**src/rtl/piccolo_con_rev_seq_if.sv**
```systemverilog
// piccolo_con_rev_seq_if: start/stream handshake bundle between the decryption control FSM
// and the reverse-order Piccolo constant sequencer.
interface piccolo_con_rev_seq_if;
    logic        start;
    logic        key128;
    logic        out_ready;
    logic        out_valid;
    logic [15:0] con1;
    logic [15:0] con2;
    logic [4:0]  round;
    logic        last;
    logic        busy;
    logic        done;
    modport master (
        output start, key128, out_ready,
        input  out_valid, con1, con2, round, last, busy, done
    );
    modport slave (
        input  start, key128, out_ready,
        output out_valid, con1, con2, round, last, busy, done
    );
endinterface

```
**src/rtl/piccolo_con_rev_seq.sv**
```systemverilog
// piccolo_con_rev_seq: emits Piccolo key-schedule constant pairs last round first, one per beat.
// Build macro PICCOLO_CON_128_EN enables the 31-round (128-bit key) sequence via key128.
module piccolo_con_rev_seq (
    input logic                  clk,
    input logic                  rst_n,
    piccolo_con_rev_seq_if.slave bus
);
    localparam logic [1:0] IDLE = 2'd0;
    localparam logic [1:0] RUN  = 2'd1;
    localparam logic [1:0] DONE = 2'd2;

    logic [1:0]  state_q, state_d;
    logic [4:0]  count_q, count_d;
    logic [31:0] con_q, con_d;
    logic [4:0]  load;
    logic        launch;
    logic        accept;

    function automatic logic [31:0] con_word(input logic [4:0] i);
        logic [4:0] c;
        c = i + 5'd1;
        return {c, 5'd0, c, 2'd0, c, 5'd0, c} ^ 32'h0F1E2D3C;
    endfunction

`ifdef PICCOLO_CON_128_EN
    assign load = bus.key128 ? 5'd30 : 5'd24;
`else
    logic unused_key128;
    assign unused_key128 = bus.key128;
    assign load          = 5'd24;
`endif

    assign launch = (state_q == IDLE) && bus.start;
    assign accept = (state_q == RUN) && bus.out_ready;

    // Constants are precomputed for the next count so the outputs never depend on out_ready.
    always_comb begin
        state_d = launch ? RUN :
                  (accept && count_q == 5'd0) ? DONE :
                  (state_q == DONE) ? IDLE : state_q;
        count_d = launch ? load :
                  (accept && count_q != 5'd0) ? count_q - 5'd1 : count_q;
        con_d   = (state_d == RUN) ? con_word(count_d) : con_q;
    end

    always_ff @(posedge clk) begin
        if (!rst_n) begin
            state_q <= IDLE;
            count_q <= 5'd0;
            con_q   <= 32'd0;
        end else begin
            state_q <= state_d;
            count_q <= count_d;
            con_q   <= con_d;
        end
    end

    assign bus.out_valid = state_q == RUN;
    assign bus.busy      = state_q != IDLE;
    assign bus.done      = state_q == DONE;
    assign bus.last      = (state_q == RUN) && (count_q == 5'd0);
    assign bus.round     = count_q;
    assign bus.con1      = con_q[15:0];
    assign bus.con2      = con_q[31:16];
endmodule

```
**src/flat_wrapper.sv**
```systemverilog
// flat-port wrapper written by rule: the top's interface ports become plain ports
module piccolo_con_rev_seq_flat 
  (clk, rst_n, bus_start, bus_key128, bus_out_ready, bus_out_valid, bus_con1, bus_con2, bus_round, bus_last, bus_busy, bus_done);
  piccolo_con_rev_seq_if bus_i ();
  input logic clk;
  input logic rst_n;
  input wire logic [$bits(bus_i.start)-1:0] bus_start;
  input wire logic [$bits(bus_i.key128)-1:0] bus_key128;
  input wire logic [$bits(bus_i.out_ready)-1:0] bus_out_ready;
  output wire logic [$bits(bus_i.out_valid)-1:0] bus_out_valid;
  output wire logic [$bits(bus_i.con1)-1:0] bus_con1;
  output wire logic [$bits(bus_i.con2)-1:0] bus_con2;
  output wire logic [$bits(bus_i.round)-1:0] bus_round;
  output wire logic [$bits(bus_i.last)-1:0] bus_last;
  output wire logic [$bits(bus_i.busy)-1:0] bus_busy;
  output wire logic [$bits(bus_i.done)-1:0] bus_done;
  assign bus_i.start = bus_start;
  assign bus_i.key128 = bus_key128;
  assign bus_i.out_ready = bus_out_ready;
  assign bus_out_valid = bus_i.out_valid;
  assign bus_con1 = bus_i.con1;
  assign bus_con2 = bus_i.con2;
  assign bus_round = bus_i.round;
  assign bus_last = bus_i.last;
  assign bus_busy = bus_i.busy;
  assign bus_done = bus_i.done;
  piccolo_con_rev_seq u_core (.clk(clk), .rst_n(rst_n), .bus(bus_i));
endmodule
```
**config.mk**
```make
export PLATFORM = sky130hd
export DESIGN_NAME = piccolo_con_rev_seq_flat
export DESIGN_NICKNAME = d
export VERILOG_FILES = /design/src/rtl/piccolo_con_rev_seq_if.sv /design/src/rtl/piccolo_con_rev_seq.sv /design/src/flat_wrapper.sv
export SDC_FILE = /design/constraint.sdc
export NUM_CORES = 1
export LEC_CHECK = 0
export CAP_MARGIN = 25
export CORE_MARGIN = 2
export CORE_UTILIZATION = 42
export DETAILED_ROUTE_END_ITERATION = 8
export PLACE_DENSITY = 0.89
export SYNTH_ARGS = -nofsm -noshare
export SYNTH_HDL_FRONTEND = slang
export SYNTH_SLANG_ARGS = --single-unit
```
**constraint.sdc**
```tcl
create_clock -name clk -period 3.1 [get_ports clk]
set_input_delay 0.62 -clock clk [delete_from_list [all_inputs] [get_ports clk]]
set_output_delay 0.62 -clock clk [all_outputs]
set_load 0.05 [all_outputs]
```
# Word-level counts from Yosys, hierarchy flattened
# Cells that the tools add are included.
[classes]
addsub = 2
n_eq_ne = 3
mux = 5
bitwise_logic = 1
reduce_logical = 9
[ops]
columns = ["op", "n"]
rows = [
  ["$not 16->16", 1],
  ["$mux 5", 2],
  ["$mux 2", 3],
  ["$add 5x1->5 const B", 1],
  ["$logic_and 1x1->1", 5],
  ["$logic_not 5->1", 1],
  ["$reduce_bool 5->1", 1],
  ["$sub 5x1->5 const B", 1],
  ["$eq 2x1->1 const B", 2],
  ["$eq 2x2->1 const B", 1],
  ["$logic_not 2->1", 1],
  ["$reduce_bool 2->1", 1],
]
[word_totals]
reg_bits = 32
inputBits = 5
word_cells = 23

# Longest topological paths before layout
# Gate-level depths: netlist of run 1.
[logic_depth]
word_depth = 7
ltp_mapped = 10
mapped_depth_nobuf = 10

# Worst setup path before layout of run 1
# Ideal clock, no wire load.
[synth_path]
path_type = "register to register"
from = "register u_core.count_q[0] (netlist: u_core.bus.round[0])"
to = "register u_core.con_q[21]"
setup_time_ns = 0.120
arrival_time_ns = 2.375
setup_slack_ns = 0.605
path_stages_with_launch = 10
n_path_buf = 0
path_cell_list = "dfxtp_1 inv_1 ha_1 or4b_4 nand3_1 a21oi_1 ha_1 a21boi_1 a221oi_2 o31a_1"
[synth_between]
elab_chain_cells = 5
[synth_lines]
columns = ["element", "line", "text"]
rows = [
  ["from (decl)", "piccolo_con_rev_seq.sv:13", "logic [4:0] count_q, count_d;"],
  ["from (signal assigned)", "piccolo_con_rev_seq.sv:53", "count_q <= count_d;"],
  ["parallel branches: the longest is 2 deep, another holds $sub 5x1->5", "--", ""],
  ["$mux 5 (*)", "piccolo_con_rev_seq.sv:42", "(accept && count_q != 5'd0) ? count_q - 5'd1 : count_q;"],
  ["$mux 5 (*)", "piccolo_con_rev_seq.sv:41", "count_d = launch ? load :"],
  ["via u_core.count_d[0]", "piccolo_con_rev_seq.sv:13", ""],
  ["$add 5x1->5 (*)", "piccolo_con_rev_seq.sv:21", "c = i + 5'd1;"],
  ["to (signal assigned)", "piccolo_con_rev_seq.sv:54", "con_q <= con_d;"],
  ["to (decl)", "piccolo_con_rev_seq.sv:14", "logic [31:0] con_q, con_d;"],
]
# Mark *: on every way through the listed nets, which the timed path passes.
# A chain may end at the register's enable or synchronous reset.

# Final worst setup path of run 1
[layout_path]
from = "input bus_start"
to = "register u_core.con_q[21]"
[layout_between]
elab_chain_cells = 3
[layout_lines]
columns = ["element", "line", "text"]
rows = [
  ["from (decl)", "flat_wrapper.sv:7", "input wire logic [$bits(bus_i.start)-1:0] bus_start;"],
  ["$logic_and 1x1->1", "piccolo_con_rev_seq.sv:33", "assign launch = (state_q == IDLE) && bus.start;"],
  ["$mux 5", "piccolo_con_rev_seq.sv:41", ""],
  ["via u_core.count_d[1]", "piccolo_con_rev_seq.sv:13", ""],
  ["$add 5x1->5", "piccolo_con_rev_seq.sv:21", ""],
]
# The timed path passes the listed nets, and every way through them passes these cells.

==> impl_summary.log, run 1 <==
[metrics] distinct cell type count of the synthesized netlist: 42
[metrics] setup skew after layout: 0.002383 ns
[metrics] share of the core filled with cells: 0.5621
[metrics] Detailed Route Iter0 Violations: 22
[metrics] Worst Tran Pin Value: 0.5351 ns
[metrics] via count normalized by instance count: 5.202
[metrics] number of antenna violations at the first check in global routing: 0
[metrics] area overhead of the layout relative to synthesis: 27.35%
[metrics] total count of hold-check failures in the final report: 0
[metrics] combinational share of power: 0.469
[metrics] Detail Placement HPWL: 1.705 mm
[metrics] die span in x: 55.03 um
[metrics] required time reported for the critical path endpoint: 3.29 ns
[metrics] CTS Hold Bufs: 0
[metrics] clock-pin slew on the worst setup and hold paths: 0.10 ns
[metrics] Die H: 55.03 um
[metrics] status: finished clean
[metrics] worst-skew pair later-pin latency: 0.29 ns
[metrics] post-route clock period utilization: 0.8449
[metrics] accumulated negative setup slack: 0 ns
[metrics] internal power contribution: 0.4476 mW
[metrics] Worst Path Class, Setup: in -> reg
[metrics] row count: 18
[metrics] Die Outline Area: 0.003028 mm2
[metrics] number of sinks on the clock net: 18
[metrics] Seq/Total Area, Yosys: 0.3295
[metrics] TritonCTS clock tree: yes
[metrics] Post-layout nets: 156
[metrics] max frequency: 381.8 MHz
[metrics] switching component of the power: 0.3496 mW
[metrics] root cell of the clock tree: sky130_fd_sc_hd__clkbuf_4
[metrics] Final Critical Period: 2.619 ns
[metrics] area of the core: 0.002477 mm2
[metrics] remaining routing DRC violations: 0
[metrics] end of the worst register-to-register path: u_core.con_q[21]
[metrics] vias in the first global route: 799
[metrics] met1 layer usage reported by global route: 0.2007
[metrics] netlist area before placement: 0.001094 mm2
[metrics] post-route ant nets: 0
[metrics] count of state elements after synthesis: 18
[metrics] GP Congestion: 0.8375
[metrics] routing usage on met3: 0.03226
[metrics] critical path launch point: bus_start
[metrics] Port-buffer cells: 37
[metrics] number of buffers inserted by post-CTS setup repair: 0
[metrics] residual overflow from global routing: 0
[metrics] Max transition margin: 0.6422
[metrics] unrepaired setup endpoints after global routing: false
[metrics] most congested layer reported by global routing: met2
[metrics] fraction of final layout cells with drive strength greater than 1: 0.08784
[metrics] total routed wirelength: 2.291 mm
[metrics] antenna cells: 0
[metrics] Syn. warnings: 0
[metrics] total via count in the routed design: 926
[metrics] Crit Reg-Reg Startpoint: u_core.bus.round[0]
[metrics] first-pass GRT wire length: 3.567 mm
[metrics] largest voltage drop on the vdd net: 407.2 uV
[metrics] setup slack, reg-to-reg: 0.58 ns
[metrics] post-synthesis area per instance: 8.679 um2
[metrics] setup violation total in the final timing report: 0
[metrics] clock network power share: 0.182
[metrics] number of max-capacitance violations reported: 0
[metrics] switching share of power: 0.4386
[metrics] Critical Path Source Type: primary input
[metrics] leakage: 0.5836 nW
[metrics] initial cell density of the core: 0.4414
[metrics] buffers from clock root to sink, at most: 2
[metrics] number of instances in the synthesized netlist: 126
[metrics] signal arrival time at the worst endpoint: 2.81 ns
[metrics] wire length per cell: 12.87 um
[metrics] destination of the critical timing path: u_core.con_q[21]
[metrics] total clock buffers created by CTS: 3
[metrics] maximum number of pins on one net before global-route repair: 20
[metrics] critical-path maximum fanout: 5
[metrics] number of placed I/O pins: 46
[metrics] Sequential Power Share: 0.349
[metrics] H-Tree Depth: 1
[metrics] final slew viol count: 0
[metrics] number of search-and-repair iterations in the first detailed-routing pass: 4
[metrics] worst hold path class: reg -> reg
[metrics] Worst setup EP type: flop
[metrics] met2 Use GR: 0.2718
[metrics] length in cells of the worst reg-to-reg path: 10
[metrics] Total Routing Usage GR: 0.1658
[metrics] power density cells: 572.5 mW/mm2
-- how the worst min path moves through the flow --
stage	start	slack, ns	endpoint	cells after the start
floorplan	u_core.state_q[1]	0.60	u_core.state_q[1]	3
global placement	u_core.con_q[27]	0.47	u_core.con_q[27]	2
detailed placement	u_core.con_q[19]	0.48	u_core.con_q[19]	2
CTS	u_core.con_q[19]	0.50	u_core.con_q[19]	2
global route	u_core.con_q[27]	0.55	u_core.con_q[27]	2
finish	u_core.con_q[19]	0.49	u_core.con_q[19]	2
-- cell families after synthesis --
family	share of synthesized area
fa+ha+maj	0.02288
mux	0.01831
buf+inv	0.1831
flops	0.3295
simple gates	0.2597
other cells	0.003429
compound gates	0.1831
-- repair_timing --
action / 4_1_cts / 5_1_grt
endpoints found under the setup margin: 0 / 1
hold endpoints to repair: 0 / 0
gates resized for setup: 0 / 1
-- final cells by class --
class / instances / area (um2)
fillers: 231 / 1085
repair buffers: 39 / 387.9
clock buffers: 4 / 36.28
flip-flops and latches: 18 / 360.3
multi-input cells: 83 / 555.5
well taps: 30 / 37.54
inverters: 4 / 15.01
-- cells in the final DEF (no fill, tap or decap), types with 2 or more instances in the layout --
cell	n
sky130_fd_sc_hd__nor3_1	3
sky130_fd_sc_hd__nand2_1	6
sky130_fd_sc_hd__nor2_1	3
sky130_fd_sc_hd__clkdlybuf4s50_1	36
sky130_fd_sc_hd__a21boi_0	4
sky130_fd_sc_hd__a21boi_1	2
sky130_fd_sc_hd__and2_1	4
sky130_fd_sc_hd__dfxtp_1	18
sky130_fd_sc_hd__and3_1	4
sky130_fd_sc_hd__buf_4	2
sky130_fd_sc_hd__conb_1	7
sky130_fd_sc_hd__a21oi_1	5
sky130_fd_sc_hd__nand3b_1	3
sky130_fd_sc_hd__clkbuf_4	3
sky130_fd_sc_hd__ha_1	2
sky130_fd_sc_hd__o21ai_0	6
sky130_fd_sc_hd__inv_1	4
sky130_fd_sc_hd__mux2i_1	2
sky130_fd_sc_hd__a31oi_1	3
sky130_fd_sc_hd__nand3_1	4
sky130_fd_sc_hd__nor2b_1	5
-- metrics by stage --
step           setup WS [ns]  hold slack, ns  cells  power, mW  cell area, um2
6_report              0.4809          0.4917    178     0.7972            1393
3_3_place_gp          0.2465          0.4731    174     0.6499            1354
2_1_floorplan         0.6051          0.5965    132     0.5784            1116
5_1_grt               0.3212          0.5461    178     0.8337            1393
4_1_cts              0.09209          0.4964    178     0.8024            1390
3_5_place_dp          0.1595          0.4814    174     0.6566            1354
-- state kept, by name (all words and copies together), names as in the netlist --
signal / cells
u_core.bus.round: 5
u_core.con_q: 11
u_core.state_q: 2
-- critical path: stages --
cell and delay (ns):
sky130_fd_sc_hd__clkdlybuf4s50_1 0.49, sky130_fd_sc_hd__or3b_1 0.45, sky130_fd_sc_hd__a31oi_1 0.30, sky130_fd_sc_hd__inv_1 0.12
sky130_fd_sc_hd__ha_1 0.22, sky130_fd_sc_hd__a21boi_1 0.15, sky130_fd_sc_hd__and3_1 0.19, sky130_fd_sc_hd__o31a_1 0.27
-- per-layer routing --
metal	up-vias	part of all wire	routed length [um]
li1	454	-	-
met1	421	0.42	971
met2	47	0.47	1085
met3	4	0.089	204
met4	0	0.013	30
met5	-	0	0
-- synth_stat cells, drive strengths merged --
master  number  area, um2
nor2         3      11.26
clkbuf       1      3.750
dfxtp       18      360.4
buf         26      181.4
and3         4      25.02
nor3b        2      20.02
or2          1      6.260
nor3         3      15.01
a21o         1      7.510
nand3b       3      22.52
o21a         1      7.510
or3          1      6.260
or3b         1      8.760
a21oi        5      25.02
o21ai        6      30.03
inv          4      15.01
nand2b       1      6.260
ha           2      25.02
o31a         1      8.760
a21boi       6      45.04
conb         1      3.750
or2b         1      7.510
a31oi        3      18.77
o21bai       1      7.510
nor4b        1      15.01
or4b         1      13.76
nand3        5      30.03
a221oi       1      15.01
a311oi       1      15.01
and2         4      25.02
mux2i        2      20.02
nand2        6      22.52
nor2b        5      31.28
nand4b       1      8.760
a41o         1      10.01
and3b        1      8.760
o211a        1      10.01
-- power groups by stage --
stage / combinational [mW] / sequential (mW) / clock (mW)
after floorplan: 0.228 / 0.350 / 0
after global placement: 0.368 / 0.282 / 0
after detailed placement: 0.373 / 0.283 / 0
after CTS: 0.376 / 0.278 / 0.149
after global routing: 0.394 / 0.282 / 0.157
final: 0.374 / 0.278 / 0.145
Power figures use the tool's default switching activity.
==> run 2, diff against run 1 <==
--- a/config.mk
+++ b/config.mk
@@ -7,9 +7,9 @@
 export LEC_CHECK = 0
 export CAP_MARGIN = 25
 export CORE_MARGIN = 2
-export CORE_UTILIZATION = 42
+export CORE_UTILIZATION = 38
 export DETAILED_ROUTE_END_ITERATION = 8
-export PLACE_DENSITY = 0.89
+export PLACE_DENSITY = 0.86
 export SYNTH_ARGS = -nofsm -noshare
 export SYNTH_HDL_FRONTEND = slang
 export SYNTH_SLANG_ARGS = --single-unit
==> constraint.sdc (replaced) <==
create_clock -name clk -period 2.25 [get_ports clk]
set_input_delay 0.45 -clock clk [delete_from_list [all_inputs] [get_ports clk]]
set_output_delay 0.45 -clock clk [all_outputs]
set_load 0.05 [all_outputs]
==> run 2 against run 1 <==
Worst setup slack worse by 0.43 ns. Total power up 37%. Die area up 9.7%. Combinational power up 48%. Largest cell class unchanged. Critical path type unchanged. Global-route usage down 1.9 points. Sequential power up 37%. Cell count up 7.3%.
==> impl_summary.log, run 2 (synthesis gave the netlist of run 1 again) <==
[metrics] status: finished clean
[metrics] first-pass GRT wire length: 3.946 mm (+11%)
[metrics] commonest non-fill, non-tap cell in the layout: sky130_fd_sc_hd__clkdlybuf4s50_1
[metrics] setup skew after layout: 0.002003 ns (-0.0003797 ns)
[metrics] leakage: 0.6509 nW (+12%)
[metrics] Die H: 57.65 um (+4.8%)
[metrics] most used cells in the layout excluding fill and tap cells: sky130_fd_sc_hd__clkdlybuf4s50_1 (33), sky130_fd_sc_hd__buf_4 (16), sky130_fd_sc_hd__dfxtp_1 (16)
[metrics] number of cells on the worst hold path: 2 (unchanged)
[metrics] power density cells: 711.5 mW/mm2 (+24%)
[metrics] startpoint of the most critical hold path: u_core.con_q[27]
[metrics] number of placed I/O pins: 46 (unchanged)
[metrics] worst hold path class: reg -> reg
[metrics] max frequency: 454.6 MHz
[metrics] worst-case hold slack: 0.4859 ns (-0.005874 ns)
[metrics] Worst Hold Path EP: u_core.con_q[27]
[metrics] worst-skew pair later-pin latency: 0.28 ns (about the same)
[metrics] cell total after placement: 187 (+7.5%)
[metrics] Detail Placement HPWL: 1.856 mm (+8.9%)
[metrics] total routed wirelength: 2.482 mm (+8.3%)
[metrics] Final Critical Period: 2.200 ns
[metrics] Total Routing Usage GR: 0.1468 (-0.01904)
[metrics] largest voltage drop on the vdd net: 562.3 uV (+38%)
[metrics] total clock buffers created by CTS: 3 (unchanged)
[metrics] row count: 19 (+1)
[metrics] Worst Tran Pin Value: 0.5127 ns (-0.02244 ns)
[metrics] Detailed Route Iter0 Violations: 13 (-41%)
[metrics] Critical Path Source Type: primary input
[metrics] number of sinks on the clock net: 18 (unchanged)
[metrics] Power Total: 1.093 mW (+37%)
[metrics] number of buffers inserted by post-CTS setup repair: 0 (unchanged)
[metrics] Die Outline Area: 0.003323 mm2 (+9.7%)
[metrics] setup slack, reg-to-reg: 0.05 ns (-0.53 ns)
[metrics] die span in x: 57.65 um (+4.8%)
[metrics] setup violation total in the final timing report: 0 (unchanged)
[metrics] Post-Place Cell Area: 0.001466 mm2 (+8.3%)
[metrics] post-route clock period utilization: 0.9776
[metrics] number of antenna violations at the first check in global routing: 0 (unchanged)
[metrics] antenna cells: 0 (unchanged)
[metrics] switching component of the power: 0.4872 mW (+39%)
[metrics] required time reported for the critical path endpoint: 2.43 ns (-0.86 ns)
[metrics] initial cell density of the core: 0.4000 (-0.04141)
[metrics] buffers from clock root to sink, at most: 2 (unchanged)
[metrics] wire length per cell: 12.99 um (+0.96%)
[metrics] number of max-capacitance violations reported: 0 (unchanged)
[metrics] maximum number of pins on one net before global-route repair: 20 (unchanged)
[metrics] post-route ant nets: 0 (unchanged)
[metrics] Max transition margin: 0.6572 (+0.01501)
[metrics] total count of hold-check failures in the final report: 0 (unchanged)
[metrics] vias in the first global route: 886 (+11%)
[metrics] signal arrival time at the worst endpoint: 2.38 ns (-0.43 ns)
[metrics] Post-layout nets: 168 (+7.7%)
[metrics] Worst Path Class, Setup: in -> reg
[metrics] non-filler cells in the finished layout: 191 (+7.3%)
[metrics] residual overflow from global routing: 0 (unchanged)
[metrics] Largest Register: u_core.con_q
[metrics] TritonCTS clock tree: yes
[metrics] Crit Reg-Reg Startpoint: u_core.bus.round[1]
[metrics] end of the worst register-to-register path: u_core.con_q[21]
[metrics] unrepaired setup endpoints after global routing: true
[metrics] clock-pin slew on the worst setup and hold paths: 0.10 ns (about the same)
[metrics] clock network power share: 0.144 (-0.038)
[metrics] share of the core filled with cells: 0.5620 (about the same)
[metrics] fraction of final layout cells with drive strength greater than 1: 0.2375 (+0.1497)
[metrics] number of flip-flops in the largest register: 11 (unchanged)
[metrics] switching share of power: 0.4457 (+0.007076)
[metrics] via count normalized by instance count: 5.010 (-3.7%)
[metrics] H-Tree Depth: 1 (unchanged)
[metrics] combinational share of power: 0.507 (+0.038)
[metrics] Sequential Power Share: 0.349 (about the same)
[metrics] number of search-and-repair iterations in the first detailed-routing pass: 4 (unchanged)
[metrics] Worst setup EP type: flop
[metrics] GP Congestion: 0.8623 (+3.0%)
[metrics] remaining routing DRC violations: 0 (unchanged)
[metrics] critical path launch point: bus_start
[metrics] critical-path maximum fanout: 3 (-2)
[metrics] total via count in the routed design: 957 (+3.3%)
[metrics] area of the core: 0.002734 mm2 (+10%)
[metrics] area overhead of the layout relative to synthesis: 40.50%
[metrics] Port-buffer cells: 37 (unchanged)
[metrics] root cell of the clock tree: sky130_fd_sc_hd__clkbuf_4
[metrics] Non-Filler Cell Area, Final: 0.001536 mm2 (+10%)
[metrics] final slew viol count: 0 (unchanged)
[metrics] internal power contribution: 0.6060 mW (+35%)
[metrics] length in cells of the worst reg-to-reg path: 10 (unchanged)
-- run 2: changes by cell type in the layout (fill, tap and decap cells not counted), sizes merged --
cell and delta:
clkinv +1, buf +15, clkbuf -1, clkdlybuf4s50 -3
-- run 2: worst max-delay path: stages --
cell	delay, ns
sky130_fd_sc_hd__clkdlybuf4s50_1	0.50
sky130_fd_sc_hd__or3b_1	0.40
sky130_fd_sc_hd__a31oi_2	0.19
sky130_fd_sc_hd__inv_2	0.07
sky130_fd_sc_hd__ha_2	0.18
sky130_fd_sc_hd__a21boi_4	0.14
sky130_fd_sc_hd__and3_1	0.18
sky130_fd_sc_hd__o31a_1	0.27
-- run 2: how the worst max path moves through the flow --
stage	to	cells after the start
after floorplan	u_core.con_q[21]	9
after global placement	u_core.con_q[21]	8
after detailed placement	u_core.con_q[21]	8
after CTS	u_core.con_q[21]	10
after global routing	u_core.con_q[21]	10
final	u_core.con_q[21]	8
-- run 2: layout make-up --
| type | instances | area, um2 |
|---|---|---|
| multi-input cells | 83 | 605.6 |
| fillers | 233 | 1197 |
| clock inverters | 1 | 3.754 |
| inverters | 4 | 15.01 |
| flip-flops and latches | 18 | 367.9 |
| well taps | 31 | 38.79 |
| clock buffers | 3 | 22.52 |
| repair buffers | 51 | 483.0 |
-- run 2: power by group through the flow --
stage,registers [mW],clock network [mW],logic [mW]
detailed placement,0.387,0,0.540
CTS,0.382,0.164,0.549
global placement,0.384,0,0.534
finish,0.382,0.157,0.554
global route,0.388,0.177,0.578
floorplan,0.481,0,0.316
-- run 2: per-layer routing --
| metal | routed length (um) | GRT usage | vias up |
|---|---|---|---|
| met3 | 133 | 0.01786 | 2 |
| met4 | 14 | 0.03987 | 0 |
| met2 | 1224 | 0.2597 | 31 |
| met5 | 0 | 0 | - |
| met1 | 1110 | 0.1880 | 447 |
| li1 | - | - | 477 |
-- run 2: repair_timing --
| item | CTS | global route |
|---|---|---|
| endpoints found under the setup margin | 3 | 5 |
| hold buffers | 0 | 0 |
| pin swaps | 1 | 2 |
| gates resized for setup | 3 | 6 |
-- run 2: through the flow --
step	setup slack [ns]	setup TNS, ns
4_1_cts	0.005069	0
6_report	0.05042	0
3_3_place_gp	-0.2877	-0.7935
5_1_grt	-0.02772	-0.03361
3_5_place_dp	-0.3210	-1.030
2_1_floorplan	0.01220	0
